--- src/rtl/vga_pkg.sv ---
// -----------------------------------------------------------------------------
// vga_pkg
// Shared definitions for the VGA capture path and the VGA timing generator.
//   cap_state_e   : capture FSM state encoding (also exported on state_dbg)
//   H_ACTIVE_DEF  : default active pixels per line
//   V_ACTIVE_DEF  : default active lines per frame
//   rgb332()      : 24-bit colour to 8-bit RGB332 reduction
// -----------------------------------------------------------------------------
package vga_pkg;

    typedef enum logic [1:0] {
        ST_IDLE    = 2'd0,
        ST_WAIT_VS = 2'd1,
        ST_CAPTURE = 2'd2,
        ST_DONE    = 2'd3
    } cap_state_e;

    localparam int H_ACTIVE_DEF = 640;
    localparam int V_ACTIVE_DEF = 480;

    // Keep the top 3 bits of red and green and the top 2 bits of blue.
    function automatic logic [7:0] rgb332(input logic [7:0] r,
                                          input logic [7:0] g,
                                          input logic [7:0] b);
        return {r[7:5], g[7:5], b[7:6]};
    endfunction

endpackage

--- src/rtl/pixel_packer.sv ---
// -----------------------------------------------------------------------------
// pixel_packer
// Packs four 8-bit pixels into one 32-bit word, little-endian: the first
// pixel of a word lands in [7:0], the fourth in [31:24].
//
// Handshake: valid_i only, no back-pressure. The packer accepts pix_i in
// every cycle valid_i=1. word_valid_o is a single-cycle pulse in the cycle
// after the fourth pixel was accepted, with word_o holding the packed word;
// word_o keeps its value until the next completed word.
//
// Ports
//   clk          : clock, rising edge
//   reset        : asynchronous active-high reset
//   clear_i      : drop any partially packed word (start of a new frame)
//   pix_i        : RGB332 pixel
//   valid_i      : pix_i is a pixel to pack
//   word_o       : last completed 32-bit word
//   word_valid_o : one-cycle pulse, word_o is new
// -----------------------------------------------------------------------------
module pixel_packer (
    input  logic        clk,
    input  logic        reset,
    input  logic        clear_i,
    input  logic [7:0]  pix_i,
    input  logic        valid_i,
    output logic [31:0] word_o,
    output logic        word_valid_o
);

    // sr_q holds up to three earlier pixels; the newest sits in [23:16] and
    // older ones shift toward [7:0], so the oldest ends up lowest.
    logic [23:0] sr_q, sr_d;
    logic [1:0]  idx_q, idx_d;
    logic [31:0] word_q, word_d;
    logic        word_valid_q, word_valid_d;

    always_comb begin
        sr_d         = sr_q;
        idx_d        = idx_q;
        word_d       = word_q;
        word_valid_d = 1'b0;
        if (clear_i) begin
            idx_d = 2'd0;
        end else if (valid_i) begin
            if (idx_q == 2'd3) begin
                word_d       = {pix_i, sr_q};
                word_valid_d = 1'b1;
                idx_d        = 2'd0;
            end else begin
                sr_d  = {pix_i, sr_q[23:8]};
                idx_d = idx_q + 2'd1;
            end
        end
    end

    always_ff @(posedge clk or posedge reset) begin
        if (reset) begin
            sr_q         <= '0;
            idx_q        <= '0;
            word_q       <= '0;
            word_valid_q <= 1'b0;
        end else begin
            sr_q         <= sr_d;
            idx_q        <= idx_d;
            word_q       <= word_d;
            word_valid_q <= word_valid_d;
        end
    end

    assign word_o       = word_q;
    assign word_valid_o = word_valid_q;

endmodule

--- src/rtl/vga_capture.sv ---
// -----------------------------------------------------------------------------
// vga_capture
// Captures one VGA frame into a framebuffer RAM, decimated 4x in both
// directions and reduced to RGB332, four pixels per 32-bit RAM word.
//
// Ports
//   clk, reset            : clock (rising edge), async active-high reset
//   pix_en                : pixel strobe; video inputs are sampled only here
//   vga_hs/vga_vs         : active-low syncs (hsync is not needed for capture)
//   vga_blank             : 1 = active video, 0 = blanking
//   vga_r/vga_g/vga_b     : 8-bit colour
//   arm / abort           : start-capture / cancel pulses
//   busy, done, err       : status
//   wr_addr/wr_data/wr_en : RAM write port, one-cycle wr_en per word
//   state_dbg             : current FSM state (cap_state_e encoding)
// -----------------------------------------------------------------------------
module vga_capture
    import vga_pkg::*;
#(
    parameter int ADDRESS_WIDTH = 13,
    parameter int BASE_ADDR     = 0,
    parameter int H_ACTIVE      = H_ACTIVE_DEF,
    parameter int V_ACTIVE      = V_ACTIVE_DEF
) (
    input  logic                     clk,
    input  logic                     reset,
    input  logic                     pix_en,
    input  logic                     vga_hs,
    input  logic                     vga_vs,
    input  logic                     vga_blank,
    input  logic [7:0]               vga_r,
    input  logic [7:0]               vga_g,
    input  logic [7:0]               vga_b,
    input  logic                     arm,
    input  logic                     abort,
    output logic                     busy,
    output logic                     done,
    output logic                     err,
    output logic [ADDRESS_WIDTH-1:0] wr_addr,
    output logic [31:0]              wr_data,
    output logic                     wr_en,
    output logic [1:0]               state_dbg
);

    localparam int CNT_MAX = (H_ACTIVE > V_ACTIVE) ? H_ACTIVE : V_ACTIVE;
    localparam int CNT_W   = $clog2(CNT_MAX + 1);
    localparam logic [CNT_W-1:0]         X_FULL = CNT_W'(H_ACTIVE);
    localparam logic [CNT_W-1:0]         Y_LAST = CNT_W'(V_ACTIVE - 1);
    localparam logic [ADDRESS_WIDTH-1:0] BASE   = ADDRESS_WIDTH'(BASE_ADDR);

    cap_state_e               state_q, state_d;
    logic                     vs_q, blank_q;
    logic [CNT_W-1:0]         x_cnt_q, x_cnt_d;
    logic [CNT_W-1:0]         y_cnt_q, y_cnt_d;
    logic [ADDRESS_WIDTH-1:0] ptr_q, ptr_d;
    logic                     done_q, done_d;
    logic                     err_q, err_d;

    logic        vs_fall, blank_fall, active, keep, pack_clear;
    logic [7:0]  pix332;
    logic [31:0] pack_word;
    logic        pack_valid;
    logic        unused_hs;

    assign unused_hs = vga_hs;

    // Edges are seen only between consecutive strobed samples.
    assign vs_fall    = pix_en & vs_q & ~vga_vs;
    assign blank_fall = pix_en & blank_q & ~vga_blank;
    assign active     = pix_en & vga_blank;
    assign pix332     = rgb332(vga_r, vga_g, vga_b);

    // x_cnt saturates at H_ACTIVE on an over-long line, so the x_cnt != X_FULL
    // term also suppresses kept pixels until the next blank edge. A pixel on a
    // vsync-edge sample or under abort is never packed.
    assign keep = (state_q == ST_CAPTURE) & active & ~abort & ~vs_fall &
                  (x_cnt_q != X_FULL) &
                  (x_cnt_q[1:0] == 2'd0) & (y_cnt_q[1:0] == 2'd0);

    always_comb begin
        state_d    = state_q;
        x_cnt_d    = x_cnt_q;
        y_cnt_d    = y_cnt_q;
        ptr_d      = ptr_q;
        done_d     = done_q;
        err_d      = err_q;
        pack_clear = 1'b0;

        if (pack_valid) begin
            ptr_d = ptr_q + ADDRESS_WIDTH'(1);
        end

        if (abort) begin
            state_d = ST_IDLE;
        end else begin
            unique case (state_q)
                ST_IDLE, ST_DONE: begin
                    if (arm) begin
                        state_d = ST_WAIT_VS;
                        done_d  = 1'b0;
                        err_d   = 1'b0;
                        ptr_d   = BASE;
                    end
                end
                ST_WAIT_VS: begin
                    if (vs_fall) begin
                        state_d    = ST_CAPTURE;
                        x_cnt_d    = '0;
                        y_cnt_d    = '0;
                        pack_clear = 1'b1;
                    end
                end
                ST_CAPTURE: begin
                    // Completion is checked before vsync so that a frame
                    // ending on the same sample as a vsync edge is clean.
                    if (blank_fall && (y_cnt_q == Y_LAST)) begin
                        state_d = ST_DONE;
                        done_d  = 1'b1;
                        y_cnt_d = y_cnt_q + CNT_W'(1);
                        x_cnt_d = '0;
                    end else if (vs_fall) begin
                        state_d = ST_DONE;
                        done_d  = 1'b1;
                        err_d   = 1'b1;
                    end else if (blank_fall) begin
                        x_cnt_d = '0;
                        y_cnt_d = y_cnt_q + CNT_W'(1);
                    end else if (active) begin
                        if (x_cnt_q == X_FULL) begin
                            err_d = 1'b1;
                        end else begin
                            x_cnt_d = x_cnt_q + CNT_W'(1);
                        end
                    end
                end
                default: state_d = ST_IDLE;
            endcase
        end
    end

    always_ff @(posedge clk or posedge reset) begin
        if (reset) begin
            state_q <= ST_IDLE;
            vs_q    <= 1'b1;
            blank_q <= 1'b1;
            x_cnt_q <= '0;
            y_cnt_q <= '0;
            ptr_q   <= '0;
            done_q  <= 1'b0;
            err_q   <= 1'b0;
        end else begin
            state_q <= state_d;
            x_cnt_q <= x_cnt_d;
            y_cnt_q <= y_cnt_d;
            ptr_q   <= ptr_d;
            done_q  <= done_d;
            err_q   <= err_d;
            if (pix_en) begin
                vs_q    <= vga_vs;
                blank_q <= vga_blank;
            end
        end
    end

    pixel_packer u_packer (
        .clk          (clk),
        .reset        (reset),
        .clear_i      (pack_clear),
        .pix_i        (pix332),
        .valid_i      (keep),
        .word_o       (pack_word),
        .word_valid_o (pack_valid)
    );

    assign busy      = (state_q == ST_WAIT_VS) || (state_q == ST_CAPTURE);
    assign done      = done_q;
    assign err       = err_q;
    assign wr_en     = pack_valid;
    assign wr_data   = pack_word;
    assign wr_addr   = ptr_q;
    assign state_dbg = state_q;

endmodule

--- config.mk ---
export PLATFORM = sky130hd
export DESIGN_NAME = vga_capture
export DESIGN_NICKNAME = d
export VERILOG_FILES = /design/src/rtl/vga_pkg.sv /design/src/rtl/pixel_packer.sv /design/src/rtl/vga_capture.sv
export SDC_FILE = /design/constraint.sdc
export NUM_CORES = 1
export LEC_CHECK = 0
export CAP_MARGIN = 20
export CORE_ASPECT_RATIO = 0.9
export CORE_MARGIN = 2
export CORE_UTILIZATION = 60
export CTS_BUF_LIST = sky130_fd_sc_hd__clkbuf_4 sky130_fd_sc_hd__clkbuf_8
export DETAILED_ROUTE_END_ITERATION = 8
export DONT_BUFFER_PORTS = 1
export MAX_ROUTING_LAYER = met4
export PLACE_DENSITY = 0.83
export SETUP_SLACK_MARGIN = 0.1
export SKIP_CTS_REPAIR_TIMING = 1
export SLEW_MARGIN = 20
export SYNTH_ARGS = -nofsm -noshare
export SYNTH_HDL_FRONTEND = slang
export SYNTH_HIERARCHICAL = 1
export SYNTH_SLANG_ARGS = --single-unit
--- constraint.sdc ---
create_clock -name clk -period 3.1 [get_ports clk]
set_input_delay 0.62 -clock clk [delete_from_list [all_inputs] [get_ports clk]]
set_output_delay 0.62 -clock clk [all_outputs]
set_load 0.1 [all_outputs]
### Word level (Yosys, flattened, before mapping)

Cells that the tools add are included.

* flip-flop bits (word level): 98
* input port bits: 32
* word-level logic and storage cells: 110

* equal/unequal tests: 21
* bitwise gates (word level): 17
* multiplexer cells: 40
* $add $sub $neg: 4
* reduce and logical (&&, ||, !) cells: 16

Operators by type and width (number)
* $mux 10: 9
* $mux 13: 4
* $pmux 10 s2: 2
* $ne 3x3->1 const B: 8
* $add 10x1->10 const B: 2
* $mux 2: 8
* $mux 1: 14
* $add 13x1->13 const B: 1
* $ne 4x4->1 const B: 3
* $and 1x1->1: 11
* $eq 10x10->1 const B: 1
* $eq 10x9->1 const B: 1
* $ne 10x10->1 const B: 1
* $reduce_and 3->1: 3
* $reduce_and 7->1: 1
* $eq 2x2->1 const B: 3
* $logic_not 2->1: 3
* $ne 2x2->1 const B: 3
* $not 1->1: 6
* $pmux 2 s3: 1
* $reduce_and 6->1: 1
* $reduce_bool 2->1: 3
* $reduce_and 5->1: 1
* $pmux 1 s2: 2
* other kinds (6): 6

### Longest topological paths before layout

* depth after elaboration: 9
* gate-level depth with buffers: 9
* mapped depth without buffers: 7

### Hierarchy

The synthesis kept the hierarchy.

Modules (own cells, without submodules)
* vga_capture: instances 1, area each 2273.4 um2, cells each 249
* pixel_packer: instances 1, area each 2247.2 um2, cells each 130

### Worst setup path before layout

OpenSTA, ideal clock, no wires.

* kind: register -> register
* start: register state_q[1], in the netlist state_dbg[1]
* end: register u_packer.sr_q[16]
* path slack: 11 ps
* arrival time: 2964 ps
* stages on the path, launching flop included: 8
* required time: 2975 ps
* period minus slack after synthesis: 3089 ps
* library setup time: 125 ps
* path through: dfrtp_1 > ha_1 > buf_2 > inv_1 > nor4_1 > nor3b_4 > buf_6 > mux2_2

* word-level cells in the longest chain between the ends: 8
* elaborated cells between the ends (all ways): 12
* classes of those cells: eq/ne (2); mux (2); bitwise (7); reduce/logical (1)

Ends and longest elaborated chain
* start: declaration: RTL line vga_capture.sv:51 `cap_state_e state_q, state_d;`
* start signal: assignment: RTL line vga_capture.sv:152 `state_q <= state_d;`
* $eq 2x2->1: RTL line vga_capture.sv:76 `assign keep = (state_q == ST_CAPTURE) & active & ~abort & ~vs_fall &`
* $and 1x1->1 (4 in series): RTL line vga_capture.sv:76
* $and 1x1->1: RTL line vga_capture.sv:77 `(x_cnt_q != X_FULL) &`
* $and 1x1->1: RTL line vga_capture.sv:78 `(x_cnt_q[1:0] == 2'd0) & (y_cnt_q[1:0] == 2'd0);`
* via keep: RTL line vga_capture.sv:59 `logic vs_fall, blank_fall, active, keep, pack_clear;`
* $reduce_and 3->1 (no line)
* end signal: assignment: RTL line pixel_packer.sv:63 `sr_q <= sr_d;`
* end: declaration: RTL line pixel_packer.sv:32 `logic [23:0] sr_q, sr_d;`

The timed path passes the listed nets, and every way through them passes these cells.
A chain may end at the register's enable or synchronous reset.

### Worst setup path in the final report

* start: register x_cnt_q[0]
* end: register u_packer.word_q[0], in the netlist u_packer/word_o[0]

* word-level cells in the longest chain between the ends: 5
* elaborated cells between the ends (all ways): 6
* classes of those cells: eq/ne (1); bitwise (3); reduce/logical (2)

Ends and longest elaborated chain
* start: declaration: RTL line vga_capture.sv:53 `logic [CNT_W-1:0] x_cnt_q, x_cnt_d;`
* start signal: assignment: RTL line vga_capture.sv:153 `x_cnt_q <= x_cnt_d;`
* $ne 10x10->1: RTL line vga_capture.sv:77
* $and 1x1->1: RTL line vga_capture.sv:76
* $and 1x1->1 *: RTL line vga_capture.sv:77
* $and 1x1->1 *: RTL line vga_capture.sv:78
* via keep: RTL line vga_capture.sv:59
* $reduce_and 3->1 (no line) *
* end signal: assignment: RTL line pixel_packer.sv:65 `word_q <= word_d;`
* end: declaration: RTL line pixel_packer.sv:34 `logic [31:0] word_q, word_d;`

The timed path passes the listed nets; every way through them passes the cells marked *.

==> run summary <==
Run status: finished clean
RSZ-0062 raised after global routing: no
Pre-antenna DRT Iters: 4
Site Rows: 30
FFs w/ async S/R, synth: 100.0%
Post-Route Skew: 0.01046 ns
Crit share post-route: 81.53%
Comb power frac: 24.1%
Power per cell area: 662.0 nW/um2
Worst-path clk slew: 0.09 ns
H-tree levels: 3
Vias in the first global route: 2907
Yosys top cell by area: dfrtp_1
Crit-path max FO: 21
Min-Delay Path Class: in2async
Fin cells: 498
Clk_lat worst skew: 0.35 ns
Die Span X: 95.50 um
Count of state elements after synthesis: 98
Core area: 7432 um2
Vias: 2979
LEAKAGE: 0.002341 uW
YS warnings: 6
Psw: 1138 uW
Most used routing layer: met2
Share of the synthesized area in the top cell type: 53.14%
Port Buf Inserts: 0
# nets final: 437
Setup violations, final: 0
Final Critical Period: 2.528 ns
Number of flops mapped to enable cells by yosys: 0
Layout cells sized above 1: 27.11%
Largest net degree at the start of global routing: 40
Die ar.: 8246 um2
Main synth FF type: dfrtp_1
N_diodes: 0
Via/cell ratio: 5.982
Initial DRC count: 123
Ranking of synthesized cells by area: dfrtp_1 (53%), mux2_2 (14%), o21ai_0 (3.1%)
Total gr overflow: 0
CTS Sinks: 98
R2R depth: 9
Worst-Margin Slew: 0.9847 ns
Sequential power share: 51.0%
Root Driver: clkbuf_8
Antenna viol nets, final: 0
Kind of critical path: reg2reg
Met2 usage: 34.57%
Internal power: 2108 uW
Detailed Place HPWL: 5793 um
Final Hold Vio Count: 0
Die Y: 86.35 um
GRT Overall Usage: 22.06%
Initial antenna violation count: 0
Syn nets: 419
Slew Viols, Final: 0
First-pass GRT wire length: 13900 um
Worst Setup End Kind: flop
DRC Markers: 0
Clk pwr share: 24.9%
Post-synthesis cell count: 379
Sw Ratio: 35.05%
Number of I/O pins: 83
Critical Path AT: 2.76 ns
Max-Cap Viols: 0
Startpoint types: flop
Synth Area per Inst: 11.93 um2
Met1 usage: 29.24%
Fillers: 569
Avg WL per Cell: 16.59 um
CTS Buf Count: 9
Clock Path Buffers: 2
DP Cell Count: 482
Max frequency: 395.6 MHz
Placer Congestion: 0.8466
VDD IR max: 0.3418 mV
Mapped cell area: 4521 um2
Unique masters post-synth: 51
TNS Setup: 0 ns
CTS tree: done
Met3 Use GR: 4.870%
Total Wirelength: 8261 um
Register area share after synthesis: 54.30%
Area delta synth->final: 8.469%
Initial Util: 60.82%
Max-slew headroom: 34.36%
Worst Path Required: 3.33 ns
## flip-flops by register name (all words and copies together), names as in the netlist, 2 cells and up
| name | cells |
|---|---|
| u_packer/word_o | 32 |
| u_packer/sr_q | 24 |
| x_cnt_q | 10 |
| wr_addr | 13 |
| u_packer/idx_q | 2 |
| y_cnt_q | 10 |
| state_dbg | 2 |
## cell type report
| type | count | area (um2) | area share, % |
|---|---|---|---|
| sequential | 98 | 2456 | 50.09 |
| multi-input combinational | 254 | 1916 | 39.07 |
| timing repair buffer | 20 | 162.7 | 3.317 |
| clock buffer | 10 | 131.4 | 2.679 |
| tap | 96 | 120.1 | 2.450 |
| clock inverter | 6 | 65.06 | 1.327 |
| inverter | 14 | 52.55 | 1.072 |
## cell usage after synthesis, types with 2 or more instances
cell type / number
dfrtp_1: 96
mux2_2: 56
o21ai_0: 28
nor2_1: 26
nand2_1: 23
inv_1: 14
a21oi_1: 12
nand3_1: 12
nand4_1: 9
o31ai_1: 9
ha_1: 8
or3_1: 8
xor2_1: 7
buf_6: 6
nand2b_1: 5
a31oi_1: 4
and2_1: 4
clkbuf_1: 4
mux2i_1: 4
and3_1: 3
buf_2: 3
a2bb2oi_1: 2
and3b_1: 2
dfstp_2: 2
nand3b_2: 2
nor3_1: 2
nor4_1: 2
o41ai_2: 2
or4_1: 2
## placed cells by master, fill, tap and decap left out, drive strengths merged, types with 3 or more instances in the layout
cell    netlist  final
xor2          7      7
and3          3      3
mux2         57     57
nand2        24     24
buf           9     20
inv          14     15
nand2b        5      5
nand3b        3      3
o21ai        30     30
dfrtp        96     96
nand3        12     12
a21oi        12     12
a31oi         4      4
or3           8      8
clkbuf        4     10
nor2         26     26
nor4          3      3
o31ai         9      9
ha            8      8
o41ai         3      3
mux2i         4      4
and2          4      4
nand4         9      9
clkinv        0      3
## layer usage
| metal | vias up | wire length, um |
|---|---|---|
| li1 | 1395 | - |
| met1 | 1485 | 3548 |
| met2 | 87 | 4166 |
| met3 | 12 | 468 |
| met4 | 0 | 78 |
| met5 | - | 0 |
## worst max-delay path: stages, from the launching register on
cell,delay (ns)
dfrtp_1,0.39
inv_1,0.08
ha_1,0.23
nor2b_1,0.14
and3_1,0.16
nor4_1,0.30
buf_4,0.20
nand3b_2,0.33
buf_12,0.30
mux2_2,0.28
## cell families (layout without fill, tap and decap cells)
kind of cell | count (synthesis) | in the layout | share of synthesized area [%]
xor+xnor | 8 | 8 | 1.550
buf+inv | 27 | 50 | 3.321
simple gates | 112 | 112 | 14.03
flops | 98 | 98 | 54.30
mux | 61 | 61 | 15.08
fa+ha+maj | 8 | 8 | 2.214
compound gates | 65 | 65 | 9.494
## final timing paths
| check | startpoint | to | slack [ns] |
|---|---|---|---|
| min in group clk | abort | state_dbg[0] | 0.33 |
| min | reset | u_packer/word_o[13] | 0.21 |
| max reg2reg | x_cnt_q[0] | u_packer/word_o[0] | 0.57 |
| min reg2reg | x_cnt_q[9] | x_cnt_q[9] | 0.51 |
| max in group asynchronous | reset | u_packer/word_o[2] | 2.06 |
| max | x_cnt_q[0] | u_packer/word_o[0] | 0.57 |
## power groups by stage
stage / sequential, uW / combinational, uW / clock, uW
after floorplan: 1710 / 560 / 0
after global placement: 1660 / 744 / 0
after detailed placement: 1680 / 782 / 0
after CTS: 1650 / 785 / 829
after global routing: 1690 / 863 / 883
final: 1660 / 782 / 808
## per-stage QoR
| step | area [um2] | hold slack [ns] | util, % | setup slack (ns) | power (uW) |
|---|---|---|---|---|---|
| floorplan | 4522 | 0.4523 | - | 0.1712 | 2272 |
| global placement | 4707 | 0.4863 | 63.33 | 0.6087 | 2404 |
| detailed placement | 4707 | 0.4894 | 63.33 | 0.5412 | 2457 |
| CTS | 4903 | 0.2251 | 65.98 | 0.5259 | 3269 |
| global route | 4903 | 0.2538 | 65.98 | 0.4154 | 3431 |
| finish | 4903 | 0.2117 | 65.98 | 0.5725 | 3246 |
Power figures use the tool's default switching activity.
